--- src/rtl/alu_arbiter.sv ---
// Round-robin two-requester sequencer for the shared ALU: one operation in flight, tagged response.
// Optional illegal-opcode short-circuit enabled by defining ALU_ARB_ILLEGAL_CHK_EN.
module alu_arbiter #(
  parameter int unsigned DW      = 32,
  parameter int unsigned ALU_LAT = 1
) (
  input  logic            elk,
  input  logic            rst_n,
  input  logic [1:0]      req_valid,
  output logic [1:0]      req_ready,
  input  logic [5:0]      req_sel,
  input  logic [2*DW-1:0] req_a,
  input  logic [2*DW-1:0] req_b,
  output logic [2:0]      alu_sel,
  output logic [DW-1:0]   alu_a,
  output logic [DW-1:0]   alu_b,
  input  logic [DW-1:0]   alu_res,
  input  logic            alu_z,
  input  logic            alu_c,
  input  logic            alu_v,
  output logic            rsp_valid,
  input  logic            rsp_ready,
  output logic            rsp_id,
  output logic [DW-1:0]   rsp_res,
  output logic [2:0]      rsp_zcv,
  output logic            rsp_err,
  output logic            busy
);

  typedef enum logic [1:0] {
    IDLE = 2'd0,
    EXEC = 2'd1,
    RESP = 2'd2
  } state_t;

  localparam logic [3:0] LAT4 = 4'(ALU_LAT);

  state_t          state;
  state_t          state_nxt;
  logic            rr_ptr;
  logic [3:0]      cnt;
  logic [1:0]      grant;
  logic            gnt_id;
  logic [2:0]      sel_g;
  logic [DW-1:0]   a_g;
  logic [DW-1:0]   b_g;
  logic            hs;
  logic            illegal_g;
  logic            lat_hit;

  // Grant selection: a lone requester wins outright, a tie goes to rr_ptr.
  always_comb begin
    grant = '0;
    unique case (req_valid)
      2'b01:   grant = 2'b01;
      2'b10:   grant = 2'b10;
      2'b11:   grant = rr_ptr ? 2'b10 : 2'b01;
      default: grant = '0;
    endcase
  end

  always_comb begin
    gnt_id = grant[1];
    sel_g  = gnt_id ? req_sel[5:3]       : req_sel[2:0];
    a_g    = gnt_id ? req_a[2*DW-1:DW]   : req_a[DW-1:0];
    b_g    = gnt_id ? req_b[2*DW-1:DW]   : req_b[DW-1:0];
  end

`ifdef ALU_ARB_ILLEGAL_CHK_EN
  assign illegal_g = sel_g[2] & (sel_g[1] | sel_g[0]);
`else
  assign illegal_g = 1'b0;
`endif

  assign req_ready = (rst_n && state == IDLE) ? grant : '0;
  assign hs        = (state == IDLE) && (grant != 2'b00);
  assign lat_hit   = (cnt == LAT4);
  assign rsp_valid = (state == RESP);
  assign busy      = (state != IDLE);

  always_comb begin
    state_nxt = state;
    unique case (state)
      IDLE:    if (hs) state_nxt = illegal_g ? RESP : EXEC;
      EXEC:    if (lat_hit) state_nxt = RESP;
      RESP:    if (rsp_ready) state_nxt = IDLE;
      default: state_nxt = IDLE;
    endcase
  end

  // alu_* double as the issue registers, so they naturally hold outside EXEC.
  always_ff @(posedge elk) begin
    if (!rst_n) begin
      state   <= IDLE;
      rr_ptr  <= 1'b0;
      cnt     <= '0;
      alu_sel <= '0;
      alu_a   <= '0;
      alu_b   <= '0;
      rsp_id  <= 1'b0;
      rsp_res <= '0;
      rsp_zcv <= '0;
    end else begin
      state <= state_nxt;
      unique case (state)
        IDLE: begin
          if (hs) begin
            rsp_id <= gnt_id;
            cnt    <= '0;
            if (illegal_g) begin
              rsp_res <= '0;
              rsp_zcv <= '0;
            end else begin
              alu_sel <= sel_g;
              alu_a   <= a_g;
              alu_b   <= b_g;
            end
          end
        end
        EXEC: begin
          cnt <= cnt + 4'd1;
          if (lat_hit) begin
            rsp_res <= alu_res;
            rsp_zcv <= {alu_z, alu_c, alu_v};
          end
        end
        RESP: begin
          if (rsp_ready) rr_ptr <= ~rsp_id;
        end
        default: ;
      endcase
    end
  end

`ifdef ALU_ARB_ILLEGAL_CHK_EN
  always_ff @(posedge elk) begin
    if (!rst_n) begin
      rsp_err <= 1'b0;
    end else if (hs) begin
      rsp_err <= illegal_g;
    end
  end
`else
  assign rsp_err = 1'b0;
`endif

endmodule

--- config.mk ---
export PLATFORM = sky130hd
export DESIGN_NAME = alu_arbiter
export DESIGN_NICKNAME = d
export VERILOG_FILES = /design/src/rtl/alu_arbiter.sv
export SDC_FILE = /design/constraint.sdc
export NUM_CORES = 1
export LEC_CHECK = 0
export CAP_MARGIN = 30
export CORE_ASPECT_RATIO = 1.5
export CORE_MARGIN = 2
export CORE_UTILIZATION = 39
export CTS_CLUSTER_DIAMETER = 60
export DETAILED_ROUTE_END_ITERATION = 6
export PLACE_DENSITY = 0.88
export SYNTH_ARGS = -nofsm -noshare
export SYNTH_HDL_FRONTEND = slang
export SYNTH_SLANG_ARGS = --single-unit
--- constraint.sdc ---
create_clock -name elk -period 1.7 [get_ports elk]
set_input_delay 0.17 -clock elk [delete_from_list [all_inputs] [get_ports elk]]
set_output_delay 0.17 -clock elk [all_outputs]
set_load 0.005 [all_outputs]
==> results.md <==
- Post-Syn Nets: 698
- Clk_lat worst skew: 0.35 ns
- Int Power: 4920 µW
- Gr ovfl total: 0
- All-Layer GR Usage: 0.240
- Fin crit period: 1.65 ns
- Number of core rows: 51
- Total power: 6800 µW
- Max incr delay on CP: 0.54 ns
- Maximum vdd ir drop: 0.000469 V
- Pre-antenna DRT Iters: 4
- Worst-path cell chain: nor2_4 -> inv_2 -> clkdlybuf4s50_1
- Critical path startpoint category: flop
- Gate Count Post-Synth: approximately 520
- GP Congestion: between 0.8 and 0.9
- Endpoints failing setup: 0
- Reg-to-reg slack, setup: 0.13 ns
- Area leader, netlist: dfxtp_1
- Die area: 14300 µm²
- DR DRC count: 0
- Most frequent cell after synthesis: dfxtp_1
- CTS Root Cell: clkbuf_16
- Slew headroom: 0.613
- Psw: approximately 1900 µW
- Hold WC Path Type: in -> reg
- Final setup skew: 0.0137 ns
- Synth cell count leaders: 110 x dfxtp_1, 72 x nand2_1, 68 x or3_1
- Gate power share: 0.267
- Syn_area_per_cell: 9.99 µm²
- Synth Flop Type: dfxtp_1
- FF-to-FF Start: state[0]
- Leakage power: 0.00291 µW
- Clock network power share: 0.300
- Async set or reset register ratio after synthesis: 0
- Number of global-route vias before repair: 5606
- TritonCTS Sinks: between 100 and 150
- Crit path buffers/inverters: 2
- IO Pins: approximately 280
- CP max stage cell: clkdlybuf4s50_1
- Setup CP Type: reg -> out
- IO buf count: 280
- Cell family with most CP delay: buffers and inverters
- Max Clk Rate: roughly 610 MHz
- Least-Margin Pin Slew: 0.581 ns
- Share of cells above drive strength 1: 0.0597
- Nets@finish: 941
- Cts bufs inserted: 9
- Mapped Area: 5220 µm²
- Core ar.: between 10000 and 15000 µm²
- Pwr per Cell Area: 813 nW/µm²
- Placed inst area: 8060 µm²
- Post-synth cell types: 33
- Max-cap viol count: 0
- R2R Path End: alu_sel[2]
- Largest net degree at the start of global routing: around 140
- Critical path peak fanout: 9
- Arrival time at the worst endpoint: 1.48 ns
- Register bit total from synthesis: 110
- Unrepaired setup endpoints after global routing: no
- Worst r2r path cells: 6
- Status: finished clean
- Routed WL: ~18000 µm
- Initial antenna violation count: 0
- CTS clk-pin slew, worst paths: ~0.070 ns
- Vias per inst: between 5 and 6
- Worst Path Required: 1.53 ns
- Seq pwr share: 0.434
- Hold Path Sink: cnt[1]
- Post-DP HPWL: 12800 µm
- Switch share: 0.277
- Main area contributors after synthesis: dfxtp_1 42%, o2111a_1 14%, nand4b_1 11%
- Drt initial violations: approximately 270
- Post-synth EDFFs: 0
- Synthesis-to-finish area growth: 60.2%
- CTS tree: yes
- Htree depth: 3
- Final instance area: 8360 µm²
- Initial Util: 0.401
- # diodes: 0
- Hold Startpoint: rst_n
- Fillers: around 1100
- Seq/Total Area, Yosys: 0.422
- Max-slew violation count: 0
- Tcrit/Tclk final: 0.968
- Vias: 5338
- First-pass GRT wire length: 28500 µm
- Critical path capture point type: primary output
- Yosys top cell area share: 0.422
- Yosys warns: 0
- Hold Vio Cnt, Final: 0
- Clock buffer depth: 2
- Final ANT Viol Nets: 0
- Chip Width: between 90 and 100 µm
- Die height: 146 µm
- Routed wire per std cell: 19.5 µm
- Worst Hold Depth: 3
## per-stage QoR
stage	util	setup TNS [ns]	hold WS (ns)	instances	setup WS [ns]
finish	0.642	0	0.222	929	0.0545
global route	0.642	0	0.267	929	0.00705
CTS	0.642	0	0.216	929	0.0328
detailed placement	0.619	-5.47	0.448	913	-0.153
global placement	0.619	-2.61	0.441	913	-0.119
floorplan	-	0	0.286	522	0.336
## state kept, by name, summed over array words and instances, names as in the netlist
register	cells
rsp_zcv	3
rr_ptr	1
state	2
cnt	4
alu_sel	3
alu_b	32
rsp_res	32
rsp_id	1
alu_a	32
## layout by cell type, fill, tap and decap left out, types with 2 or more instances in the layout
| cell | Yosys | layout |
|---|---|---|
| nand2_1 | 72 | 72 |
| nor2b_2 | 1 | 2 |
| clkbuf_16 | 0 | 9 |
| nor2_1 | 3 | 3 |
| nor2_4 | 2 | 2 |
| nand2b_1 | 4 | 3 |
| buf_4 | 3 | 12 |
| o2111a_1 | 67 | 67 |
| dlygate4sd2_1 | 0 | 2 |
| ha_1 | 2 | 2 |
| nand4b_1 | 67 | 67 |
| clkinvlp_4 | 0 | 2 |
| dfxtp_1 | 110 | 108 |
| o211ai_1 | 3 | 3 |
| inv_8 | 0 | 2 |
| mux2i_1 | 36 | 36 |
| inv_1 | 2 | 2 |
| dfxtp_2 | 0 | 2 |
| clkdlybuf4s50_1 | 0 | 276 |
| a21oi_1 | 4 | 4 |
| buf_12 | 0 | 6 |
| o21a_1 | 2 | 2 |
| or3_1 | 68 | 68 |
| clkinv_4 | 0 | 2 |
## how the worst max path moves through the flow
stage	start	endpoint	slack (ns)	cells past startpoint
floorplan	state[1]	alu_b[16]	0.34	6
global placement	req_valid[0]	req_ready[0]	-0.12	4
detailed placement	req_valid[0]	req_ready[0]	-0.15	4
CTS	state[0]	alu_a[6]	0.03	4
global route	state[0]	busy	0.007	3
finish	state[0]	busy	0.05	3
## worst reg2reg max path, cell delays in order (launching register included)
cell,delay [ns]
dfxtp_2,0.35
nor2_4,0.16
inv_2,0.11
buf_4,0.22
nor2_4,0.15
buf_12,0.25
o2111a_1,0.27
## power groups by stage
| stage | logic [µW] | clock network (µW) | registers (µW) |
|---|---|---|---|
| global placement | 1750 | 0 | 2990 |
| floorplan | 743 | 0 | 3010 |
| detailed placement | 1810 | 0 | 3010 |
| global route | 1930 | 2180 | 2980 |
| CTS | 1820 | 2080 | 2950 |
| finish | 1810 | 2040 | 2950 |
## final cells by class
type	count	area, µm²	area share
inverters	3	11.3	0.00135
flip-flops and latches	110	2200	0.264
well taps	159	199	0.0238
clock buffers	10	229	0.0274
repair buffers	298	3010	0.360
clock inverters	6	55.1	0.00659
multi-input cells	343	2650	0.317
## repair_timing
item                                    in CTS  in global routing
endpoints found under the setup margin       4                 14
pin swaps                                    1                  0
gates resized for setup                      6                  1
endpoints found under the hold margin        0                  0
setup buffers                                0                  0
hold buffers                                 0                  0
## cell families after synthesis
kind of cell,count (synthesis),synth area share
mux,36,0.0691
flops,110,0.422
compound gates,80,0.164
fa+ha+maj,2,0.00480
simple gates,223,0.266
other cells,1,0.000719
xor+xnor,1,0.00168
buf+inv,69,0.0720
## layer usage
layer  global-route usage  share of wire  vias to the layer above
met5                    0              0                        -
met4                0.101          0.033                        0
met3               0.0600          0.073                       40
met2                0.428           0.51                      269
met1                0.269           0.38                     2560
li1                     -              -                     2469
Note: power is estimated with default switching activity, not from simulation.
